File: src/rtl/sram_controller.sv
// sram_controller: sequences 32-bit MEM-stage loads and stores onto a 16-bit
// external SRAM as two halfword phases (low half, then high half), holding
// each phase on the pins for ACCESS_CYCLES cycles. While an access is in
// flight, ready=0 freezes the pipeline so the request stays stable.
//
// Optional feature: define SRAM_POSTED_WRITE_EN to turn stores into posted
// writes. The address and data go into a one-entry buffer, so the store does
// not freeze the pipeline while the buffer drains to the SRAM.
module sram_controller #(
    parameter int unsigned BASE_ADDR     = 1024,
    parameter int unsigned ACCESS_CYCLES = 2
) (
    input  logic        clk,
    input  logic        rst,
    input  logic        rd_en,
    input  logic        wr_en,
    input  logic [31:0] address,
    input  logic [31:0] write_data,
    output logic [31:0] read_data,
    output logic        ready,
    output logic [17:0] sram_addr,
    output logic [15:0] sram_dq_out,
    output logic        sram_dq_oe,
    input  logic [15:0] sram_dq_in,
    output logic        sram_we_n
);

    typedef enum logic [1:0] {
        IDLE,
        LO,
        HI,
        DONE
    } state_t;

    localparam int CW = (ACCESS_CYCLES > 1) ? $clog2(ACCESS_CYCLES) : 1;
    localparam logic [CW-1:0] CNT_LAST = CW'(ACCESS_CYCLES - 1);

    state_t        state, state_nx;
    logic [CW-1:0] cnt, cnt_nx;
    logic          op_write;     // kind of the access in flight, taken in IDLE
    logic          req;
    logic          phase_last;
    logic [31:0]   acc_addr;
    logic [31:0]   acc_wdata;
    logic [16:0]   word;

    assign req        = rd_en | wr_en;
    assign phase_last = (cnt == CNT_LAST);

`ifdef SRAM_POSTED_WRITE_EN
    logic [31:0] buf_addr;
    logic [31:0] buf_wdata;

    // Capture a store into the posted-write buffer when it is accepted in IDLE.
    // NOTE: the buffer has no reset; it is only read during a write phase,
    // which can only start after it has been loaded.
    always_ff @(posedge clk) begin
        if (state == IDLE && wr_en) begin
            buf_addr  <= address;
            buf_wdata <= write_data;
        end
    end

    // A posted write drives the SRAM from the buffer; reads use the live request.
    assign acc_addr  = op_write ? buf_addr  : address;
    assign acc_wdata = op_write ? buf_wdata : write_data;
`else
    // The pipeline is frozen for the whole access, so the live request is stable.
    assign acc_addr  = address;
    assign acc_wdata = write_data;
`endif

    // Word index wraps modulo 2^17; there is no range check.
    assign word = 17'((acc_addr - BASE_ADDR) >> 2);

    // State, phase counter and access kind; reset wins over every transition.
    // NOTE: sequential state uses non-blocking assignments so every register
    // samples the values from before the edge.
    always_ff @(posedge clk) begin
        if (rst) begin
            state    <= IDLE;
            cnt      <= '0;
            op_write <= 1'b0;
        end else begin
            state <= state_nx;
            cnt   <= cnt_nx;
            if (state == IDLE && req) begin
                op_write <= wr_en;  // both enables set is treated as a write
            end
        end
    end

    // Load capture: low half on the last LO cycle, high half on the last HI cycle.
    always_ff @(posedge clk) begin
        if (rst) begin
            read_data <= '0;
        end else if (!op_write && phase_last) begin
            if (state == LO) begin
                read_data[15:0] <= sram_dq_in;
            end else if (state == HI) begin
                read_data[31:16] <= sram_dq_in;
            end
        end
    end

    // Next-state and phase-counter logic.
    // NOTE: every signal gets a default first so no path infers a latch.
    always_comb begin
        state_nx = state;
        cnt_nx   = cnt;
        unique case (state)
            IDLE: begin
                if (req) begin
                    state_nx = LO;
                    cnt_nx   = '0;
                end
            end
            LO: begin
                if (phase_last) begin
                    state_nx = HI;
                    cnt_nx   = '0;
                end else begin
                    cnt_nx = cnt + 1'b1;
                end
            end
            HI: begin
                if (phase_last) begin
`ifdef SRAM_POSTED_WRITE_EN
                    state_nx = op_write ? IDLE : DONE;
`else
                    state_nx = DONE;
`endif
                    cnt_nx   = '0;
                end else begin
                    cnt_nx = cnt + 1'b1;
                end
            end
            DONE: begin
                state_nx = IDLE;
            end
            default: begin
                state_nx = IDLE;
                cnt_nx   = '0;
            end
        endcase
    end

    // SRAM pin drive and pipeline freeze, decoded from the current state.
    always_comb begin
        ready       = 1'b0;
        sram_addr   = '0;
        sram_dq_out = '0;
        sram_dq_oe  = 1'b0;
        sram_we_n   = 1'b1;
        unique case (state)
            IDLE: begin
`ifdef SRAM_POSTED_WRITE_EN
                ready = !req || wr_en;  // an accepted store does not freeze
`else
                ready = !req;
`endif
            end
            LO: begin
                sram_addr = {word, 1'b0};
                if (op_write) begin
                    sram_we_n   = 1'b0;
                    sram_dq_oe  = 1'b1;
                    sram_dq_out = acc_wdata[15:0];
                end
`ifdef SRAM_POSTED_WRITE_EN
                ready = op_write && !req;  // new requests wait for the drain
`endif
            end
            HI: begin
                sram_addr = {word, 1'b1};
                if (op_write) begin
                    sram_we_n   = 1'b0;
                    sram_dq_oe  = 1'b1;
                    sram_dq_out = acc_wdata[31:16];
                end
`ifdef SRAM_POSTED_WRITE_EN
                ready = op_write && !req;
`endif
            end
            DONE: begin
                ready = 1'b1;
            end
            default: begin
                ready = 1'b0;
            end
        endcase
    end

endmodule

File: config.mk
export PLATFORM = sky130hd
export DESIGN_NAME = sram_controller
export DESIGN_NICKNAME = d
export VERILOG_FILES = /design/src/rtl/sram_controller.sv
export SDC_FILE = /design/constraint.sdc
export NUM_CORES = 1
export LEC_CHECK = 0
export CAP_MARGIN = 20
export CORE_ASPECT_RATIO = 0.5
export CORE_MARGIN = 2
export CORE_UTILIZATION = 33
export CTS_BUF_LIST = sky130_fd_sc_hd__clkbuf_8
export DETAILED_ROUTE_END_ITERATION = 10
export PLACE_DENSITY = 0.82
export SETUP_SLACK_MARGIN = 0.4
export SYNTH_ARGS = -nofsm -noshare
export SYNTH_HDL_FRONTEND = slang
export SYNTH_SLANG_ARGS = --single-unit
File: constraint.sdc
create_clock -name clk -period 2.6 [get_ports clk]
set_input_delay 0.52 -clock clk [delete_from_list [all_inputs] [get_ports clk]]
set_output_delay 0.52 -clock clk [all_outputs]
set_load 0.02 [all_outputs]
After elaboration in Yosys (flattened, before gate mapping)
Index checks and enable logic that the tools add are counted.
W data, S select, Z words.

cells by class
  $add $sub $neg = 2
  equal/unequal tests = 6
  multiplexer cells = 16
  bitwise operators = 2
  reduce and logical (&&, ||, !) cells = 11

operators by type and width
  operator                  number
  $pmux W18 S2              1
  $mux W16                  2
  $pmux W16 S2              1
  $sub A19 B11 Y19 const B  1
  $pmux W2 S4               1
  $mux W1                   6
  $mux W2                   3
  $ne A2 B2 Y1 const B      3
  $reduce_and A3 Y1         2
  $eq A2 B2 Y1 const B      2
  $pmux W1 S2               2
  $reduce_and A2 Y1         2
  $eq A2 B1 Y1 const B      1
  $logic_and A1 B1 Y1       2
  $logic_not A1 Y1          2
  $logic_not A2 Y1          1
  $reduce_bool A2 Y1        1
  $reduce_or A2 Y1          1
  $add A1 B1 Y1 const B     1
  $not A1 Y1                1
  $or A1 B1 Y1              1

storage, ports and cells
  bits in registers = 36
  input port bits = 84

Longest topological paths before layout
Gate-level depths: netlist of the first run.

  depth after elaboration = 4
  gate-level depth with buffers = 7
  gate-level depth less buffers = 5

Worst setup path before layout of the first run
No wires, ideal clock.

  path type = input to output
  from = input port address[10]
  to = output port sram_addr[17]
  arrival time = 1939 ps
  slack = 141 ps
  stages = 5
  cell sequence = inv_1 > ha_1 > or4b_4 > or3_1 > a21oi_1

on the way
  word-level cells in the longest chain between the ends = 2

RTL lines
  element           RTL line  RTL
  start, declared   17        input logic [31:0] address,
  $sub A19 B11 Y19  74        assign word = 17'((acc_addr - BASE_ADDR) >> 2);
  $pmux W18 S2      155       unique case (state)
  end, declared     21        output logic [17:0] sram_addr,

No other way between the ends.

Final worst setup path of the first run
  from = input port address[11]
  to = output port sram_addr[15]

The elaborated chain is that of the path after synthesis.

==> results of run 1 <==
==> cell type report <==
class	instances	area share, %
clock buffers	5	1.90
clock inverters	3	0.519
inverters	7	1.21
multi-input cells	189	32.8
flip-flops and latches	36	20.1
well taps	73	2.53
repair buffers	162	41.0
==> logic make-up (layout without fill, tap and decap cells) <==
logic type	Yosys count	after routing	share of synthesized area, %
buffers and inverters	25	177	5.20
adders and majority gates	6	6	4.11
DFF	36	36	39.4
and+or+nand+nor	113	113	28.0
AOI/OAI and AO/OA	68	68	22.3
xor gates and xnor gates	2	2	0.958
==> worst paths after layout <==
path / start / endpoint / slack, ns / cells after the start
worst max-delay path: address[11] / sram_addr[15] / 0.17 / 7
worst min-delay path: read_data[10]$_SDFFE_PP0P_ / read_data[10]$_SDFFE_PP0P_ / 0.45 / 2
worst max register to register: state[1]$_SDFFE_PP0P_ / read_data[26]$_SDFFE_PP0P_ / 0.59 / 6
worst min register to register: read_data[10]$_SDFFE_PP0P_ / read_data[10]$_SDFFE_PP0P_ / 0.45 / 2
==> power breakdown <==
group	switching, mW	leakage [nW]	internal, mW
Sequential	0.0565	0.292	0.617
Clock	0.209	0.0479	0.187
Combinational	0.790	1.06	0.689
==> through the flow <==
stage               TNS [ns]  area, um2  hold WS (ns)  util (%)
floorplan                  0       1930         0.526         -
global placement       -3.82       3480         0.442      64.2
detailed placement     -4.04       3480         0.446      64.2
CTS                        0       3610         0.456      66.6
global route               0       3610         0.485      66.7
finish                     0       3610         0.454      66.7
==> state kept, by name (all words and copies together), names as in the netlist <==
register	count
cnt	1
state	2
op_write	1
read_data	32
==> critical path, stage by stage <==
cell,delay (ns)
sky130_fd_sc_hd__buf_12,0.11
sky130_fd_sc_hd__inv_12,0.04
sky130_fd_sc_hd__ha_4,0.12
sky130_fd_sc_hd__or4b_4,0.47
sky130_fd_sc_hd__or3_4,0.39
sky130_fd_sc_hd__a21oi_4,0.13
sky130_fd_sc_hd__buf_6,0.13
==> cell usage in the layout (no fill, tap or decap), types with 2 or more instances in the layout <==
master,n
sky130_fd_sc_hd__buf_8,2
sky130_fd_sc_hd__inv_1,3
sky130_fd_sc_hd__xnor2_1,2
sky130_fd_sc_hd__dfxtp_1,34
sky130_fd_sc_hd__clkbuf_8,5
sky130_fd_sc_hd__buf_6,11
sky130_fd_sc_hd__buf_4,19
sky130_fd_sc_hd__o31ai_1,2
sky130_fd_sc_hd__inv_2,2
sky130_fd_sc_hd__clkinv_2,2
sky130_fd_sc_hd__and2_1,9
sky130_fd_sc_hd__clkdlybuf4s50_1,91
sky130_fd_sc_hd__nand2_1,66
sky130_fd_sc_hd__buf_2,27
sky130_fd_sc_hd__nor2_2,11
sky130_fd_sc_hd__ha_1,2
sky130_fd_sc_hd__dlygate4sd2_1,2
sky130_fd_sc_hd__a21oi_4,4
sky130_fd_sc_hd__a22oi_1,14
sky130_fd_sc_hd__ha_2,2
sky130_fd_sc_hd__nor3_1,2
sky130_fd_sc_hd__or4_4,2
sky130_fd_sc_hd__dlymetal6s2s_1,2
sky130_fd_sc_hd__o31ai_2,2
sky130_fd_sc_hd__clkbuf_2,3
sky130_fd_sc_hd__or3_4,4
sky130_fd_sc_hd__a21oi_1,34
sky130_fd_sc_hd__buf_12,3
sky130_fd_sc_hd__a22oi_2,3
sky130_fd_sc_hd__nor2_1,11
sky130_fd_sc_hd__ha_4,2
==> timing repair <==
item | 4_1_cts | 5_1_grt
resized for setup | 181 | 38
setup buffers | 4 | 2
pin swaps | 9 | 10
endpoints found under the setup margin | 37 | 35
==> routing by layer <==
| metal | vias to the layer above | part of all wire, % | GRT usage [%] |
|---|---|---|---|
| li1 | 1149 | - | - |
| met1 | 1082 | 39 | 24.2 |
| met2 | 82 | 52 | 42.1 |
| met3 | 20 | 6.2 | 5.57 |
| met4 | 0 | 2.3 | 7.96 |
| met5 | - | 0 | 0 |
==> impl_metrics.json, run 1 <==
{
  "outcome": "finished clean",
  "layout_worst_path_cycle_share_pct": 93.4,
  "initial_core_util_pct": 33.7,
  "max-vdd-ir-drop_v": 0.000434,
  "number_of_nets_in_the_layout": 491,
  "drive_above_1_share_pct": 28.6,
  "htree_levels": 2,
  "power.total_mw": 2.55,
  "clockRootBuffer": "sky130_fd_sc_hd__clkbuf_8",
  "worst_case_clock_buffer_depth": 2,
  "multi_input_comb_area_um2": 1180,
  "postSynthCellCount": 250,
  "drt_pre_antenna_iters": 4,
  "path_clk_slew_ns": 0.07,
  "first_global_vias": 2379,
  "grt_antenna_before_repair": 0,
  "worst_setup_path_start_kind": "input port",
  "synth_cell_count_leaders": "sky130_fd_sc_hd__nand2_1, sky130_fd_sc_hd__a21oi_1, sky130_fd_sc_hd__dfxtp_1, sky130_fd_sc_hd__nor2_1, sky130_fd_sc_hd__a22oi_1",
  "mean_post_synth_cell_area_um2": 7.31,
  "rsz0062_at_grt": "yes",
  "power-per-cell-area_nw_per_um2": 705,
  "post-dp-hpwl_um": 4970,
  "die-width_um": 109,
  "timing.final.ws_setup_ns": 0.172,
  "via_count": 2333,
  "most_frequent_cell_after_synthesis": "sky130_fd_sc_hd__nand2_1",
  "timing_worst_setup_path_type": "input port to output pin",
  "design.die.area_um2": 6190,
  "timing.fmax_ghz": 0.412,
  "tritoncts_num_sinks": 36,
  "synth_nets": 340,
  "post-route-min-period_ns": 2.43,
  "drt_iter0_drc": 141,
  "grt_overflow": 0,
  "ioPinCount": 153,
  "seqCellArea_um2": 726,
  "yosys_warnings": 0,
  "worst-slew-pin-transition_ns": 0.746,
  "hold_path_class": "register to register",
  "numCtsBuffers": 5,
  "timing.critical_path.fanout_max": 3,
  "timing.final.hold_violations": 0,
  "grt_pass1_wl_um": 10900,
  "cts-hold-fix-buffers": 0,
  "report.final.slew_viol_count": 0,
  "top_reg_cell_synth": "sky130_fd_sc_hd__dfxtp_1",
  "setup_viol": 0,
  "number_of_flops_mapped_to_enable_cells_by_yosys": 0,
  "numPlacedInstances": 461,
  "gr-usage-all-layers_pct": 22.4,
  "yosysUniqueCellTypes": 31,
  "detailedPlace.worstSlack_ns": -0.878,
  "critPathArrivalTime_ns": 1.91,
  "leakagePower_nw": 1.40,
  "synth.top_cell.area_share_pct": 39.4,
  "max-slew-margin-rel_pct": 50.0,
  "clock_tree_from_tritoncts": "yes",
  "synthArstFlopShare_pct": 0,
  "required_ns": 2.08,
  "synth_sequential_area_ratio_pct": 39.4,
  "finalNonFillerCells": 475,
  "die_h_um": 56.6,
  "post_synth_main_area_contributors": "sky130_fd_sc_hd__dfxtp_1, sky130_fd_sc_hd__nand2_1, sky130_fd_sc_hd__a21oi_1",
  "gp_routability_congestion": 0.801,
  "num-fill-cells": 474,
  "grt_max_degree": 22,
  "drv.max_cap_violation_count": 0,
  "layout_overhead_on_the_synthesized_area_pct": 97.7,
  "drt.antenna.violating_nets": 0,
  "finalClockSkew_ns": 0.00446,
  "clock_latency_ns": 0.29,
  "floorplan.core_area_um2": 5420,
  "placement.io_buffers": 137,
  "post_drt_via_cell_ratio": 4.91,
  "ant_diodes": 0,
  "finalWirelength_um": 6900,
  "wire_per_inst_um": 14.5,
  "synth_top_area_cell": "sky130_fd_sc_hd__dfxtp_1",
  "synth.ff_latch_count": 36,
  "drc_errors": 0,
  "rows": 19,
  "syn-cell-area_um2": 1830,
  "setup.worst_path.end_class": "output pin"
}
Note: power is estimated with default switching activity, not from simulation.
==> run 2, diff against run 1 <==
SLEW_MARGIN = 20   (was default)
==> results of run 2 <==
Same layout as run 1: the final DEF is identical, and so are final timing and power.
==> run 3, diff against run 2 <==
CORE_ASPECT_RATIO = 1.75   (was 0.5)
==> impl_metrics.json, run 3 (synthesized netlist as in run 1, its figures left out) <==
{
  "report.final.slew_viol_count": 0,
  "crit_path_cell_trace": "buf_8 > inv_6 > ha_4 > or4b_4 > buf_4 > o21ai_1 > buf_4 > a21oi_4 > buf_6",
  "drc_errors": 0,
  "timing.critical_path.fanout_max": 4,
  "timing.fmax_ghz": 0.416,
  "drt_pre_antenna_iters": 4,
  "worst_case_clock_buffer_depth": 2,
  "wire_per_inst_um": 14.3,
  "setup_viol": 0,
  "max-vdd-ir-drop_v": 0.000438,
  "grt_max_degree": 23,
  "leakagePower_nw": 1.41,
  "layout.cells.most_common_list": "sky130_fd_sc_hd__clkdlybuf4s50_1, sky130_fd_sc_hd__nand2_1, sky130_fd_sc_hd__a21oi_1, sky130_fd_sc_hd__dfxtp_1, sky130_fd_sc_hd__buf_4",
  "gr-usage-all-layers_pct": 22.6,
  "design.die.area_um2": 6170,
  "die_h_um": 102,
  "clock_tree_from_tritoncts": "yes",
  "ioPinCount": 153,
  "clockRootBuffer": "sky130_fd_sc_hd__clkbuf_8",
  "largest_register_ff_count": 32,
  "finalClockSkew_ns": 0.00351,
  "numCtsBuffers": 5,
  "drive_above_1_share_pct": 29.0,
  "drv.max_cap_violation_count": 0,
  "grt_pass1_wl_um": 10700,
  "grt_overflow": 0,
  "worst-slew-pin-transition_ns": 0.646,
  "floorplan.core_area_um2": 5300,
  "max-slew-margin-rel_pct": 56.8,
  "critPathArrivalTime_ns": 1.88,
  "max_stage_delay_ns": 0.47,
  "drt_iter0_drc": 106,
  "mostFrequentLayoutCell": "sky130_fd_sc_hd__clkdlybuf4s50_1",
  "worst-path-buf-inv": 5,
  "power-per-cell-area_nw_per_um2": 730,
  "finalWirelength_um": 6840,
  "number_of_nets_in_the_layout": 493,
  "path_clk_slew_ns": 0.07,
  "power.total_mw": 2.71,
  "critical-path-slowest-cell": "sky130_fd_sc_hd__or4b_4",
  "setup.reg_to_reg.worst_slack_ns": 0.90,
  "clock_latency_ns": 0.28,
  "placement.io_buffers": 137,
  "via_count": 2400,
  "die-width_um": 60.3,
  "timing.final.hold_violations": 0,
  "grt_antenna_before_repair": 0,
  "first_global_vias": 2346,
  "rows": 35,
  "drt.antenna.violating_nets": 0,
  "setup.worst_path.end_class": "output pin",
  "post-dp-hpwl_um": 5200,
  "ant_diodes": 0,
  "hold_path_class": "register to register",
  "tritoncts_num_sinks": 36,
  "fin_setup_tns_ns": 0,
  "rsz0062_at_grt": "yes",
  "gp_routability_congestion": 0.761,
  "post_drt_via_cell_ratio": 5.03,
  "timing.critical_path.mode_cell": "sky130_fd_sc_hd__buf_4",
  "initial_core_util_pct": 34.5,
  "layout_top_registers": "read_data (32), state (2)",
  "required_ns": 2.08,
  "post-route-min-period_ns": 2.40,
  "htree_levels": 2,
  "worst_setup_path_start_kind": "input port",
  "layout_worst_path_cycle_share_pct": 92.5,
  "layout_overhead_on_the_synthesized_area_pct": 103,
  "largest_register": "read_data",
  "timing_worst_setup_path_type": "input port to output pin",
  "cp_delay_by_family_top": "buffers and inverters",
  "outcome": "finished clean"
}
## run 3: changes by cell type in the layout (fill, tap and decap cells not counted), sizes merged
cell | previous run | this run
buf | 62 | 60
clkdlybuf4s50 | 91 | 92
dlygate4sd2 | 2 | 8
clkinv | 3 | 0
dlymetal6s2s | 2 | 0
clkbuf | 8 | 9
## run 3: worst paths after layout
check                                                start  depth (start not counted)                          to
worst max-delay path                           address[10]                          9               sram_addr[15]
worst min-delay path            read_data[16]$_SDFFE_PP0P_                          2  read_data[16]$_SDFFE_PP0P_
worst max register to register       state[1]$_SDFFE_PP0P_                          8  read_data[20]$_SDFFE_PP0P_
worst min register to register  read_data[16]$_SDFFE_PP0P_                          2  read_data[16]$_SDFFE_PP0P_
## run 3: per-stage QoR
stage / instances / setup slack [ns] / instance area, um2 / utilization (%) / hold WS [ns]
finish: 477 / 0.196 / 3710 / 70.1 / 0.453
global route: 477 / 0.175 / 3710 / 70.1 / 0.474
CTS: 474 / 0.152 / 3660 / 69.1 / 0.456
global placement: 465 / -0.828 / 3510 / 66.2 / 0.442
floorplan: 250 / 0.337 / 1930 / - / 0.526
detailed placement: 465 / -0.849 / 3510 / 66.2 / 0.446
## run 3: area by class of cell
cell class / count / area (um2)
repair buffers: 164 / 1530
well taps: 74 / 92.6
inverters: 7 / 51.3
fillers: 444 / 1590
multi-input cells: 189 / 1210
clock buffers: 7 / 96.3
flip-flops and latches: 36 / 728
## run 3: routing by layer
layer	wire, um	track usage, %	share of wire (%)
met5	0	0	0
met4	129	8.03	1.9
met3	571	5.06	8.3
met2	3850	44.0	56
met1	2290	22.1	33
## run 3: power breakdown
group	internal (mW)	leakage, nW	switching, mW
sequential	0.621	0.293	0.0665
clock	0.236	0.0503	0.181
combinational	0.790	1.07	0.816
total	1.65	1.41	1.06
## run 3: worst min-delay path, stage by stage, from the launching register on
cell	delay (ns)
sky130_fd_sc_hd__dfxtp_1	0.31
sky130_fd_sc_hd__nand2_1	0.05
sky130_fd_sc_hd__a21oi_1	0.05
## run 3: timing repair
action	4_1_cts	5_1_grt
buffers inserted	2	3
gates resized for setup	181	47
pin swaps	13	9
hold buffers	0	0
hold endpoints to repair	0	0
gates cloned	0	0
setup endpoints to repair	37	29
